### config.mk
export PLATFORM = sky130hd
export DESIGN_NAME = dmem_arbiter_flat
export DESIGN_NICKNAME = d
export VERILOG_FILES = /design/src/rtl/dmem_arbiter_if.sv /design/src/rtl/dmem_arbiter.sv /design/src/flat_wrapper.sv
export SDC_FILE = /design/constraint.sdc
export NUM_CORES = 1
export LEC_CHECK = 0
export ABC_AREA = 1
export CORE_MARGIN = 8
export CORE_UTILIZATION = 39
export CTS_BUF_LIST = sky130_fd_sc_hd__clkbuf_8
export CTS_CLUSTER_DIAMETER = 150
export DETAILED_ROUTE_END_ITERATION = 7
export PLACE_DENSITY = 0.8
export SYNTH_ARGS = -nofsm -noshare
export SYNTH_HDL_FRONTEND = slang
export SYNTH_SLANG_ARGS = --single-unit
### constraint.sdc
create_clock -name clk -period 5.6 [get_ports clk]
set_clock_uncertainty 0.15 [all_clocks]
set_input_delay 1.12 -clock clk [delete_from_list [all_inputs] [get_ports clk]]
set_output_delay 1.12 -clock clk [all_outputs]
set_load 0.005 [all_outputs]
### src/rtl/dmem_arbiter_if.sv
// Bus bundle between the two data-memory requesters, the arbiter and the
// single-port synchronous data memory.
interface dmem_arbiter_if #(
   parameter int DBITS   = 32,
   parameter int IDXBITS = 11
);
   logic             r0_req, r0_we, r0_gnt, r0_rvalid;
   logic [DBITS-1:0] r0_addr, r0_wdata, r0_rdata;
   logic             r1_req, r1_we, r1_gnt, r1_rvalid;
   logic [DBITS-1:0] r1_addr, r1_wdata, r1_rdata;
   logic               mem_wrtEn;
   logic [IDXBITS-1:0] mem_index;
   logic [DBITS-1:0]   mem_dataIn, mem_dataOut;
   logic               err;

   // Arbiter view.
   modport slave (
      input  r0_req, r0_we, r0_addr, r0_wdata,
      output r0_gnt, r0_rvalid, r0_rdata,
      input  r1_req, r1_we, r1_addr, r1_wdata,
      output r1_gnt, r1_rvalid, r1_rdata,
      output mem_wrtEn, mem_index, mem_dataIn,
      input  mem_dataOut,
      output err
   );

   // Environment view: requesters plus the memory.
   modport master (
      output r0_req, r0_we, r0_addr, r0_wdata,
      input  r0_gnt, r0_rvalid, r0_rdata,
      output r1_req, r1_we, r1_addr, r1_wdata,
      input  r1_gnt, r1_rvalid, r1_rdata,
      input  mem_wrtEn, mem_index, mem_dataIn,
      output mem_dataOut,
      input  err
   );
endinterface

### src/rtl/dmem_arbiter.sv
// Two-port round-robin arbiter in front of the single-port data memory; grant -> issue -> return.
// Define DMEM_ARB_RANGE_CHECK_EN to flag out-of-range/misaligned accesses on err.
module dmem_arbiter #(
   parameter int               DBITS        = 32,
   parameter int               DMEMADDRBITS = 13,
   parameter int               DMEMWORDBITS = 2,
   parameter int               DMEMWORDS    = 2048,
   parameter logic [DBITS-1:0] DMEM_BASE    = '0
) (
   input logic           clk,
   input logic           reset,
   dmem_arbiter_if.slave bus
);
   localparam int IDXBITS = DMEMADDRBITS - DMEMWORDBITS;
   localparam int NPORTS  = 2;

   logic [NPORTS-1:0]            req, we, gnt, rvalid;
   logic [NPORTS-1:0][DBITS-1:0] addr, wdata, rdata;

   assign req   = {bus.r1_req, bus.r0_req};
   assign we    = {bus.r1_we, bus.r0_we};
   assign addr  = {bus.r1_addr, bus.r0_addr};
   assign wdata = {bus.r1_wdata, bus.r0_wdata};

   assign bus.r0_gnt    = gnt[0];
   assign bus.r1_gnt    = gnt[1];
   assign bus.r0_rvalid = rvalid[0];
   assign bus.r1_rvalid = rvalid[1];
   assign bus.r0_rdata  = rdata[0];
   assign bus.r1_rdata  = rdata[1];

   logic lastPt;

   // Contention goes to the port that did not win last; a lone requester always wins.
   always_comb begin
      gnt = '0;
      if (req[0] && (!req[1] || lastPt)) gnt[0] = 1'b1;
      else if (req[1])                   gnt[1] = 1'b1;
   end

   logic               selId, selErr;
   logic [DBITS-1:0]   selAddr;
   logic [IDXBITS-1:0] selIndex;

   assign selId    = gnt[1];
   assign selAddr  = addr[selId];
   assign selIndex = IDXBITS'((selAddr - DMEM_BASE) >> DMEMWORDBITS);

`ifdef DMEM_ARB_RANGE_CHECK_EN
   localparam logic [DBITS:0] LIMIT = {1'b0, DMEM_BASE} + (DBITS+1)'(DMEMWORDS * 4);
   assign selErr = (selAddr < DMEM_BASE) || ({1'b0, selAddr} >= LIMIT) ||
                   (selAddr[DMEMWORDBITS-1:0] != '0);
`else
   assign selErr = 1'b0;
`endif

   // vldPipe[0]: issue stage holds an access; vldPipe[1]: a read is returning.
   logic [1:0]         vldPipe;
   logic               issId, issWe, issErr, rdId, rdErr;
   logic [IDXBITS-1:0] issIndex;
   logic [DBITS-1:0]   issWdata, retData;

   always_ff @(posedge clk or posedge reset) begin
      if (reset) begin
         lastPt   <= 1'b1;
         vldPipe  <= '0;
         issId    <= 1'b0;
         issWe    <= 1'b0;
         issErr   <= 1'b0;
         issIndex <= '0;
         issWdata <= '0;
         rdId     <= 1'b0;
         rdErr    <= 1'b0;
      end else begin
         vldPipe[0] <= |gnt;
         vldPipe[1] <= vldPipe[0] & ~issWe;
         // Index/data only load on a grant so mem_index holds across idle cycles.
         if (|gnt) begin
            lastPt   <= selId;
            issId    <= selId;
            issWe    <= we[selId];
            issErr   <= selErr;
            issIndex <= selIndex;
            issWdata <= wdata[selId];
         end
         if (vldPipe[0]) begin
            rdId  <= issId;
            rdErr <= issErr;
         end
      end
   end

   assign bus.mem_wrtEn  = vldPipe[0] & issWe & ~issErr;
   assign bus.mem_index  = issIndex;
   assign bus.mem_dataIn = issWdata;
`ifdef DMEM_ARB_RANGE_CHECK_EN
   assign bus.err = vldPipe[0] & issErr;
`else
   assign bus.err = 1'b0;
`endif

   assign retData = rdErr ? '0 : bus.mem_dataOut;

   // Return data is passed straight through on the rvalid cycle, then held.
   for (genvar k = 0; k < NPORTS; k++) begin : gRet
      logic [DBITS-1:0] held;
      assign rvalid[k] = vldPipe[1] & (rdId == 1'(k));
      assign rdata[k]  = rvalid[k] ? retData : held;
      always_ff @(posedge clk or posedge reset) begin
         if (reset)          held <= '0;
         else if (rvalid[k]) held <= retData;
      end
   end
endmodule
### src/flat_wrapper.sv
// flat-port wrapper written by rule: the top's interface ports become plain ports
module dmem_arbiter_flat 
#(
   parameter int               DBITS        = 32,
   parameter int               DMEMADDRBITS = 13,
   parameter int               DMEMWORDBITS = 2,
   parameter int               DMEMWORDS    = 2048,
   parameter logic [DBITS-1:0] DMEM_BASE    = '0
)
  (clk, reset, bus_r0_req, bus_r0_we, bus_r0_addr, bus_r0_wdata, bus_r0_gnt, bus_r0_rvalid, bus_r0_rdata, bus_r1_req, bus_r1_we, bus_r1_addr, bus_r1_wdata, bus_r1_gnt, bus_r1_rvalid, bus_r1_rdata, bus_mem_wrtEn, bus_mem_index, bus_mem_dataIn, bus_mem_dataOut, bus_err);
  dmem_arbiter_if #(.DBITS(DBITS)) bus_i ();
  input logic clk;
  input logic reset;
  input wire logic [$bits(bus_i.r0_req)-1:0] bus_r0_req;
  input wire logic [$bits(bus_i.r0_we)-1:0] bus_r0_we;
  input wire logic [$bits(bus_i.r0_addr)-1:0] bus_r0_addr;
  input wire logic [$bits(bus_i.r0_wdata)-1:0] bus_r0_wdata;
  output wire logic [$bits(bus_i.r0_gnt)-1:0] bus_r0_gnt;
  output wire logic [$bits(bus_i.r0_rvalid)-1:0] bus_r0_rvalid;
  output wire logic [$bits(bus_i.r0_rdata)-1:0] bus_r0_rdata;
  input wire logic [$bits(bus_i.r1_req)-1:0] bus_r1_req;
  input wire logic [$bits(bus_i.r1_we)-1:0] bus_r1_we;
  input wire logic [$bits(bus_i.r1_addr)-1:0] bus_r1_addr;
  input wire logic [$bits(bus_i.r1_wdata)-1:0] bus_r1_wdata;
  output wire logic [$bits(bus_i.r1_gnt)-1:0] bus_r1_gnt;
  output wire logic [$bits(bus_i.r1_rvalid)-1:0] bus_r1_rvalid;
  output wire logic [$bits(bus_i.r1_rdata)-1:0] bus_r1_rdata;
  output wire logic [$bits(bus_i.mem_wrtEn)-1:0] bus_mem_wrtEn;
  output wire logic [$bits(bus_i.mem_index)-1:0] bus_mem_index;
  output wire logic [$bits(bus_i.mem_dataIn)-1:0] bus_mem_dataIn;
  input wire logic [$bits(bus_i.mem_dataOut)-1:0] bus_mem_dataOut;
  output wire logic [$bits(bus_i.err)-1:0] bus_err;
  assign bus_i.r0_req = bus_r0_req;
  assign bus_i.r0_we = bus_r0_we;
  assign bus_i.r0_addr = bus_r0_addr;
  assign bus_i.r0_wdata = bus_r0_wdata;
  assign bus_r0_gnt = bus_i.r0_gnt;
  assign bus_r0_rvalid = bus_i.r0_rvalid;
  assign bus_r0_rdata = bus_i.r0_rdata;
  assign bus_i.r1_req = bus_r1_req;
  assign bus_i.r1_we = bus_r1_we;
  assign bus_i.r1_addr = bus_r1_addr;
  assign bus_i.r1_wdata = bus_r1_wdata;
  assign bus_r1_gnt = bus_i.r1_gnt;
  assign bus_r1_rvalid = bus_i.r1_rvalid;
  assign bus_r1_rdata = bus_i.r1_rdata;
  assign bus_mem_wrtEn = bus_i.mem_wrtEn;
  assign bus_mem_index = bus_i.mem_index;
  assign bus_mem_dataIn = bus_i.mem_dataIn;
  assign bus_i.mem_dataOut = bus_mem_dataOut;
  assign bus_err = bus_i.err;
  dmem_arbiter #(.DBITS(DBITS), .DMEMADDRBITS(DMEMADDRBITS), .DMEMWORDBITS(DMEMWORDBITS), .DMEMWORDS(DMEMWORDS), .DMEM_BASE(DMEM_BASE)) u_core (.clk(clk), .reset(reset), .bus(bus_i));
endmodule
==> flow_metrics.py, run 1 <==
metrics = {
    "cts": {
        "cts_buffers": 17,
        "numClockSinks": 113,
        "post_cts_buffers": 0,
        "htree_levels": 4,
        "tritoncts": "done",
        "insertion_delay_ns": 0.43,
        "cts.clk_slew.worst_paths_ns": 0.06,
        "cts.path.max_buffers": 2,
        "cts.repair.resized": 0,
        "root_buffer": "clkbuf_8",
        "ctsHoldBuffers": 0,
    },
    "setup_path": {
        "critPathSlowestCell": "nand2_2",
        "max_stage_delay_ns": 0.65,
        "cp-start-kind": "primary input",
        "worstSetupEndpointType": "output port",
        "cp_cell_sequence": "clkdlybuf4s50_1, nand2_2, nand2_2, inv_1, clkdlybuf4s50_1",
        "rrSetupSlack_ns": 3.45,
        "worstPathMaxFanout": 46,
        "required_ns": 4.33,
        "setup.worst_path.start": "bus_r1_req",
        "crit_arrival_ns": 2.97,
        "path_buf_inv": 3,
        "worstSetupPathType": "in -> out",
        "critPathTopFamily": "buffers and inverters",
        "reg2reg_from": "u_core.lastPt$_DFFE_PP1P_",
    },
    "min_path": {
        "worstHoldStart": "u_core.issWe$_DFFE_PP0P_",
        "hp-class": "reg -> reg",
    },
    "global_routing": {
        "grt_start_max_net_pins": 74,
        "grt_pass1_vias": 4592,
        "grt_pass1_wl_um": 23800,
        "grt_antenna_before_repair": 0,
        "gr-usage-all-layers": 0.190,
        "overflow": 0,
    },
    "finish": {
        "layout-drive-gt1-share": 0.0527,
        "instances_no_fill": 887,
        "layout_commonest_cell": "clkdlybuf4s50_1",
        "final_nets": 896,
        "n_antenna_cell": 0,
        "final_cell_mix": "clkdlybuf4s50_1, nand3_1, dfrtp_1, nand2_1, o21ai_0",
        "area_growth_syn_to_layout_pct": 59.3,
    },
    "yosys": {
        "synth_compound_area_frac": 0.0748,
        "yosysUniqueCellTypes": 16,
        "synth_area_leaders": "dfrtp_1, nand3_1, nand2_1",
        "ys_warn_count": 0,
        "synth-adder-area-share": 0,
        "synth_seq_area_share": 0.610,
        "synthCells": 508,
        "synthMuxAreaShare": 0,
        "synth_top_area_cell": "dfrtp_1",
        "synth_area_sq_mm": 0.00464,
        "synth_top_area_share": 0.605,
        "synth_xor_area_frac": 0,
        "synth_top_family_by_area": "simple AND/OR/NAND/NOR gates",
        "syn-num-nets": 674,
        "synth.ff_latch_count": 113,
        "avgSynthCellArea_sq_um": 9.13,
        "synth-simple-area-share": 0.239,
    },
    "outcome": {
        "status": "finished, final reports clean",
    },
    "die": {
        "core_area_sq_mm": 0.0118,
        "start_util": 0.392,
        "dieHeight_um": 125,
        "num_rows": 40,
        "dieArea_sq_mm": 0.0156,
        "io_pins": 279,
        "fp.dieW_um": 125,
    },
    "placed_design": {
        "place.gp.congestion": 0.817,
        "io_buffers": 235,
        "dp_cells": 858,
        "dpl.hpwl_um": 11000,
    },
    "detailed_routing": {
        "drc": 0,
        "post_drt_wl_per_cell_um": 16.9,
        "postRouteAntennaNets": 0,
        "dr.pass1.iters": 4,
        "drt_iter0_drc": 305,
        "drt-vias-per-instance": 5.00,
        "drt_wl_total_um": 14900,
        "vias": 4431,
    },
    "timing": {
        "slew_viol_final": 0,
        "max_freq_mhz": 236,
        "period_minus_slack_ns": 4.24,
        "relSlewSlack": 0.321,
        "worst_hold_slack_ns": 0.297,
        "finalHoldViolCount": 0,
        "post-route-period-util": 0.757,
        "tns_ns": 0,
        "rsz0062_at_grt": "false",
        "worst_slew_pin_slew_ns": 1.01,
        "setup_violations": 0,
    },
    "power": {
        "p_leak_uw": 0.00338,
        "pwr_density_cell_mw_per_mm2": 368,
        "ir_drop_mv": 0.175,
    },
    "flow_run": {
        "cap_violations": 0,
    },
}
## report_power, final
group	leakage (uW)	switching [uW]	total, uW	internal (uW)
Sequential	0.00137	72.7	1100	1020
Clock	0.000200	307	722	415
Combinational	0.00181	384	895	510
Total	0.00338	764	2710	1950
## cell type report
cell class / instances / area (sq um)
clock buffers: 20 / 275
clock inverters: 9 / 93.8
fillers: 957 / 4430
inverters: 41 / 156
multi-input cells: 318 / 1460
flip-flops and latches: 113 / 2830
well taps: 147 / 184
repair buffers: 239 / 2380
## final timing paths
kind,end,depth (start not counted)
worst max register to register,u_core.bus.mem_dataIn[19]$_DFFE_PP0P_,6
worst max-delay path,bus_r0_gnt,5
min in group asynchronous,u_core.gRet[1].held[16]$_DFF_PP0_,2
max in group asynchronous,u_core.gRet[0].held[29]$_DFF_PP0_,3
worst min-delay path,u_core.vldPipe[1]$_DFF_PP0_,1
worst min register to register,u_core.vldPipe[1]$_DFF_PP0_,1
## routing by layer
layer	global-route usage	vias to the layer above	part of all wire
met5	0	-	0
met4	0.0652	0	0.016
met3	0.115	20	0.12
met2	0.289	226	0.45
met1	0.218	2069	0.41
li1	-	2116	-
## Yosys cell counts
cell      number
a21oi_4        1
buf_1          4
buf_2         20
buf_4          1
buf_6          4
clkbuf_1       7
conb_1         1
dfrtp_1      112
dfstp_2        1
inv_1         39
inv_2          2
nand2_1      113
nand2_2        2
nand3_1      132
nor2_1         3
o21ai_0       66
## logic make-up (layout without fill, tap and decap cells)
group / count (synthesis) / count (layout)
AND/OR/NAND/NOR: 250 / 250
other: 1 / 1
flip-flops: 113 / 113
buffers and inverters: 77 / 309
AO/OA/AOI/OAI: 67 / 67
## worst reg2reg max path, delay by kind of cell, from the launching register on
family	cells	cell delay, ns
buffers and inverters	2	0.37
flip-flops	1	0.57
AND/OR/NAND/NOR	4	0.95
## sequential cells by signal, indices dropped and copies added (netlist names)
name and cells:
u_core.gRet.held 64, u_core.lastPt 1, u_core.vldPipe 2, u_core.bus.mem_index 11, u_core.rdId 1, u_core.issId 1, u_core.bus.mem_dataIn 32, u_core.issWe 1
## stage by stage
step / util / worst slack (ns) / area [sq um] / total power, uW
final: 0.625 / 1.36 / 7380 / 2710
after global routing: 0.625 / 1.22 / 7380 / 2880
after CTS: 0.625 / 1.34 / 7380 / 2750
after detailed placement: 0.594 / 1.35 / 7020 / 2010
after global placement: 0.594 / 1.38 / 7020 / 1980
after floorplan: - / 1.34 / 4640 / 1410
(Power assumes the default switching activity.)
==> inputs of run 2 (changes only) <==
Clock period 5.6 ns to 4.2 ns, I/O delays scaled along.
==> run 2 against run 1 <==
  * Via count barely moved
  * Worst hold slack improved by 0.020 ns
  * Sequential share of layout area fell by 0.47 points
  * Die area unchanged
  * Final cell count is 0.90% higher
  * Critical path type is now reg -> out
  * Highest routed layer unchanged
==> flow_metrics.py, run 2 (synthesis gave the netlist of run 1 again) <==
metrics = {
    "outcome": {
        "status": "finished, final reports clean",
    },
    "setup_path": {
        "crit_arrival_ns": 2.50,
        "critPathSlowestCell": "clkdlybuf4s50_1",
        "max_stage_delay_ns": 0.59,
        "cp_cell_sequence": "inv_1, nand2_2, buf_4, o21ai_0, clkdlybuf4s50_1",
        "required_ns": 3.21,
        "critPathTopFamily": "buffers and inverters",
        "worstSetupEndpointType": "output port",
        "worstPathMaxFanout": 41,
        "cp-start-kind": "register",
        "worstSetupPathType": "reg -> out",
        "path_buf_inv": 3,
    },
    "global_routing": {
        "grt_antenna_before_repair": 0,
        "grt_pass1_vias": 4561,
        "overflow": 0,
        "gr-usage-all-layers": 0.186,
        "grt_pass1_wl_um": 23600,
        "grt_start_max_net_pins": 114,
    },
    "cts": {
        "cts.repair.resized": 0,
        "ctsHoldBuffers": 0,
        "htree_levels": 4,
        "tritoncts": "done",
        "insertion_delay_ns": 0.40,
        "root_buffer": "clkbuf_8",
        "cts.clk_slew.worst_paths_ns": 0.07,
        "cts_buffers": 17,
        "cts.path.max_buffers": 2,
        "numClockSinks": 113,
        "post_cts_buffers": 0,
    },
    "finish": {
        "multi_input_area_sq_mm": 0.00146,
        "area_growth_syn_to_layout_pct": 61.3,
        "final_area_sq_mm": 0.00748,
        "layout-drive-gt1-share": 0.0655,
        "instances_no_fill": 895,
        "regArea_sq_mm": 0.00283,
        "final_cell_mix": "clkdlybuf4s50_1, nand3_1, dfrtp_1, nand2_1, o21ai_0",
        "final_nets": 901,
        "n_antenna_cell": 0,
        "num-fill-cells": 967,
        "largest-register": "u_core.gRet.held",
        "largest_reg_flops": 64,
        "layout_commonest_cell": "clkdlybuf4s50_1",
    },
    "placed_design": {
        "dpl.hpwl_um": 10800,
        "dp_cells": 863,
        "io_buffers": 235,
        "place.gp.congestion": 0.815,
        "placed_cell_area_sq_mm": 0.00707,
    },
    "detailed_routing": {
        "drc": 0,
        "drt-vias-per-instance": 4.95,
        "drt_wl_total_um": 14700,
        "post_drt_wl_per_cell_um": 16.4,
        "postRouteAntennaNets": 0,
        "dr.pass1.iters": 5,
        "drt_iter0_drc": 330,
        "vias": 4434,
    },
    "timing": {
        "period_minus_slack_ns": 3.49,
        "tns_ns": 0,
        "finalHoldViolCount": 0,
        "slew_viol_final": 0,
        "relSlewSlack": 0.526,
        "post-route-period-util": 0.831,
        "worst_slew_pin_slew_ns": 0.708,
        "rsz0062_at_grt": "false",
        "max_freq_mhz": 287,
        "setup_violations": 0,
    },
    "die": {
        "io_pins": 279,
        "dieArea_sq_mm": 0.0156,
        "core_area_sq_mm": 0.0118,
        "fp.dieW_um": 125,
        "num_rows": 40,
        "start_util": 0.392,
        "dieHeight_um": 125,
    },
    "flow_run": {
        "cap_violations": 0,
    },
    "power": {
        "ir_drop_mv": 0.187,
        "p_leak_uw": 0.00342,
        "pwr_density_cell_mw_per_mm2": 497,
    },
    "min_path": {
        "hp-class": "reg -> reg",
    },
}
-- run 2: cell types whose count changed in the layout (fill, tap and decap cells not counted) --
cell	change
buf_12	+1
clkinv_4	+1
buf_4	+4
clkinvlp_4	+2
clkinv_2	+1
clkbuf_8	-2
bufinv_16	+1
inv_1	-2
inv_6	+2
-- run 2: worst paths after layout --
check                                              start                                   to  slack, ns  cells past startpoint
max in group asynchronous                          reset  u_core.bus.mem_index[9]$_DFFE_PP0P_       2.63                      3
worst min register to register  u_core.issWe$_DFFE_PP0P_          u_core.vldPipe[1]$_DFF_PP0_       0.32                      1
worst max register to register   u_core.rdId$_DFFE_PP0P_    u_core.gRet[0].held[27]$_DFF_PP0_       2.43                      4
worst min-delay path            u_core.issWe$_DFFE_PP0P_          u_core.vldPipe[1]$_DFF_PP0_       0.32                      1
min in group asynchronous                          reset    u_core.gRet[0].held[25]$_DFF_PP0_       0.73                      3
worst max-delay path             u_core.rdId$_DFFE_PP0P_                     bus_r0_rdata[27]       0.71                      5
-- run 2: stage by stage --
step	hold slack, ns	util	setup WS [ns]	power [uW]
2_1_floorplan	0.272	-	0.224	1880
3_3_place_gp	0.287	0.598	0.959	2650
3_5_place_dp	0.299	0.598	0.926	2690
4_1_cts	0.313	0.633	0.665	3750
5_1_grt	0.329	0.633	0.509	3930
6_report	0.317	0.633	0.712	3710
-- run 2: final cells by class --
| cell class | count | share of cell area |
|---|---|---|
| clock inverters | 14 | 0.0218 |
| repair buffers | 244 | 0.325 |
| well taps | 147 | 0.0246 |
| flip-flops and latches | 113 | 0.378 |
| inverters | 41 | 0.0209 |
| multi-input cells | 318 | 0.196 |
| clock buffers | 18 | 0.0331 |
-- run 2: per-layer routing --
layer / part of all wire / global-route usage
met1: 0.41 / 0.224
met3: 0.13 / 0.0986
met2: 0.45 / 0.281
met4: 0.011 / 0.0595
met5: 0 / 0
-- run 2: report_power, final --
| part | leakage [uW] | internal, uW | total, uW | switching (uW) |
|---|---|---|---|---|
| combinational | 0.00184 | 689 | 1200 | 512 |
| clock | 0.000206 | 600 | 1050 | 451 |
| sequential | 0.00137 | 1360 | 1460 | 96.4 |
==> inputs of run 3 (changes only) <==
Clock period 4.2 ns to 3.6 ns, I/O delays scaled along.
==> run 3 against run 2 <==
  * Worst hold slack worse by 0.019 ns
  * Sequential share of layout area grew 0.13 points
  * First-iteration DRC count is 0.61% lower
  * Non-clock buffer count stayed put
  * Combinational power up 17%
  * Critical endpoint is now bus_r0_rdata[25]
==> flow_metrics.py, run 3 (synthesis gave the netlist of run 1 again) <==
metrics = {
    "flow_run": {
        "cap_violations": 0,
    },
    "die": {
        "dieHeight_um": 125,
        "fp.dieW_um": 125,
        "core_area_sq_mm": 0.0118,
        "num_rows": 40,
        "dieArea_sq_mm": 0.0156,
        "io_pins": 279,
        "start_util": 0.392,
    },
    "min_path": {
        "hp-class": "reg -> reg",
    },
    "placed_design": {
        "io_buffers": 235,
        "dpl.hpwl_um": 11100,
        "placed_cell_area_sq_mm": 0.00707,
        "place.gp.congestion": 0.776,
    },
    "finish": {
        "final_area_sq_mm": 0.00745,
        "num-fill-cells": 964,
        "final_cell_mix": "clkdlybuf4s50_1, nand3_1, dfrtp_1, nand2_1, o21ai_0",
        "final_nets": 901,
        "largest-register": "u_core.gRet.held",
        "largest_reg_flops": 64,
        "regArea_sq_mm": 0.00283,
        "n_antenna_cell": 0,
        "layout_commonest_cell": "clkdlybuf4s50_1",
        "multi_input_area_sq_mm": 0.00146,
        "area_growth_syn_to_layout_pct": 60.7,
        "layout-drive-gt1-share": 0.0590,
    },
    "setup_path": {
        "path_buf_inv": 3,
        "worstPathMaxFanout": 37,
        "crit_arrival_ns": 2.53,
        "cp-start-kind": "register",
        "critPathTopFamily": "buffers and inverters",
        "cp_cell_sequence": "inv_1, nand2_2, buf_4, o21ai_0, clkdlybuf4s50_1",
        "critPathSlowestCell": "clkdlybuf4s50_1",
        "required_ns": 2.73,
        "worstSetupPathType": "reg -> out",
        "max_stage_delay_ns": 0.58,
        "worstSetupEndpointType": "output port",
        "rrSetupSlack_ns": 1.79,
    },
    "detailed_routing": {
        "drt_iter0_drc": 328,
        "drt_wl_total_um": 15000,
        "post_drt_wl_per_cell_um": 16.8,
        "dr.pass1.iters": 5,
        "vias": 4377,
        "postRouteAntennaNets": 0,
        "drt-vias-per-instance": 4.90,
        "drc": 0,
    },
    "cts": {
        "cts_buffers": 17,
        "htree_levels": 4,
        "ctsHoldBuffers": 0,
        "root_buffer": "clkbuf_8",
        "cts.clk_slew.worst_paths_ns": 0.07,
        "tritoncts": "done",
        "cts.path.max_buffers": 2,
        "numClockSinks": 113,
        "insertion_delay_ns": 0.42,
    },
    "global_routing": {
        "grt_start_max_net_pins": 65,
        "gr-usage-all-layers": 0.195,
        "grt_pass1_wl_um": 24500,
        "overflow": 0,
        "grt_antenna_before_repair": 0,
        "grt_pass1_vias": 4609,
    },
    "outcome": {
        "status": "finished, final reports clean",
    },
    "timing": {
        "worst_slew_pin_slew_ns": 0.795,
        "post-route-period-util": 0.945,
        "finalHoldViolCount": 0,
        "setup_violations": 0,
        "worst_hold_slack_ns": 0.298,
        "rsz0062_at_grt": "true",
        "relSlewSlack": 0.468,
        "period_minus_slack_ns": 3.40,
        "max_freq_mhz": 294,
        "slew_viol_final": 0,
    },
    "power": {
        "ir_drop_mv": 0.232,
        "pwr_density_cell_mw_per_mm2": 572,
        "p_leak_uw": 0.00342,
    },
}
[run 3: what timing repair did]
action | 4_1_cts | 5_1_grt
endpoints found under the setup margin | 0 | 3
resized for setup | 0 | 0
setup buffers | 0 | 0
[run 3: stage by stage]
step	worst slack (ns)	total power (uW)	setup TNS (ns)	util	cells
final	0.198	4260	0	0.631	893
after global routing	-0.0173	4530	-0.0307	0.631	893
after CTS	0.148	4320	0	0.631	893
after detailed placement	0.598	3140	0	0.599	863
after global placement	0.605	3090	0	0.599	863
after floorplan	1.36	2190	0	-	508
[run 3: power by group]
part | switching, uW | internal (uW)
Clock | 479 | 677
Sequential | 111 | 1590
Combinational | 599 | 803
[run 3: worst paths after layout]
| path | from | to | cells after the start |
|---|---|---|---|
| max | u_core.rdId$_DFFE_PP0P_ | bus_r0_rdata[25] | 5 |
| min | u_core.issWe$_DFFE_PP0P_ | u_core.vldPipe[1]$_DFF_PP0_ | 1 |
| max reg2reg | u_core.rdId$_DFFE_PP0P_ | u_core.gRet[0].held[25]$_DFF_PP0_ | 4 |
| min reg2reg | u_core.issWe$_DFFE_PP0P_ | u_core.vldPipe[1]$_DFF_PP0_ | 1 |
| max in group asynchronous | reset | u_core.gRet[1].held[26]$_DFF_PP0_ | 3 |
| min in group asynchronous | reset | u_core.bus.mem_index[10]$_DFFE_PP0P_ | 3 |
[run 3: layer usage]
layer | track usage | vias to the layer above | part of all wire
met5 | 0 | - | 0
met4 | 0.0738 | 0 | 0.018
met3 | 0.114 | 21 | 0.13
met2 | 0.297 | 217 | 0.45
met1 | 0.224 | 2015 | 0.40
li1 | - | 2124 | -
[run 3: area by class of cell]
type / instances / share of cell area
Sequential cell: 113 / 0.380
Timing Repair Buffer: 244 / 0.327
Multi-Input combinational cell: 318 / 0.196
Clock buffer: 18 / 0.0332
Tap cell: 147 / 0.0247
Inverter: 41 / 0.0212
Clock inverter: 12 / 0.0173
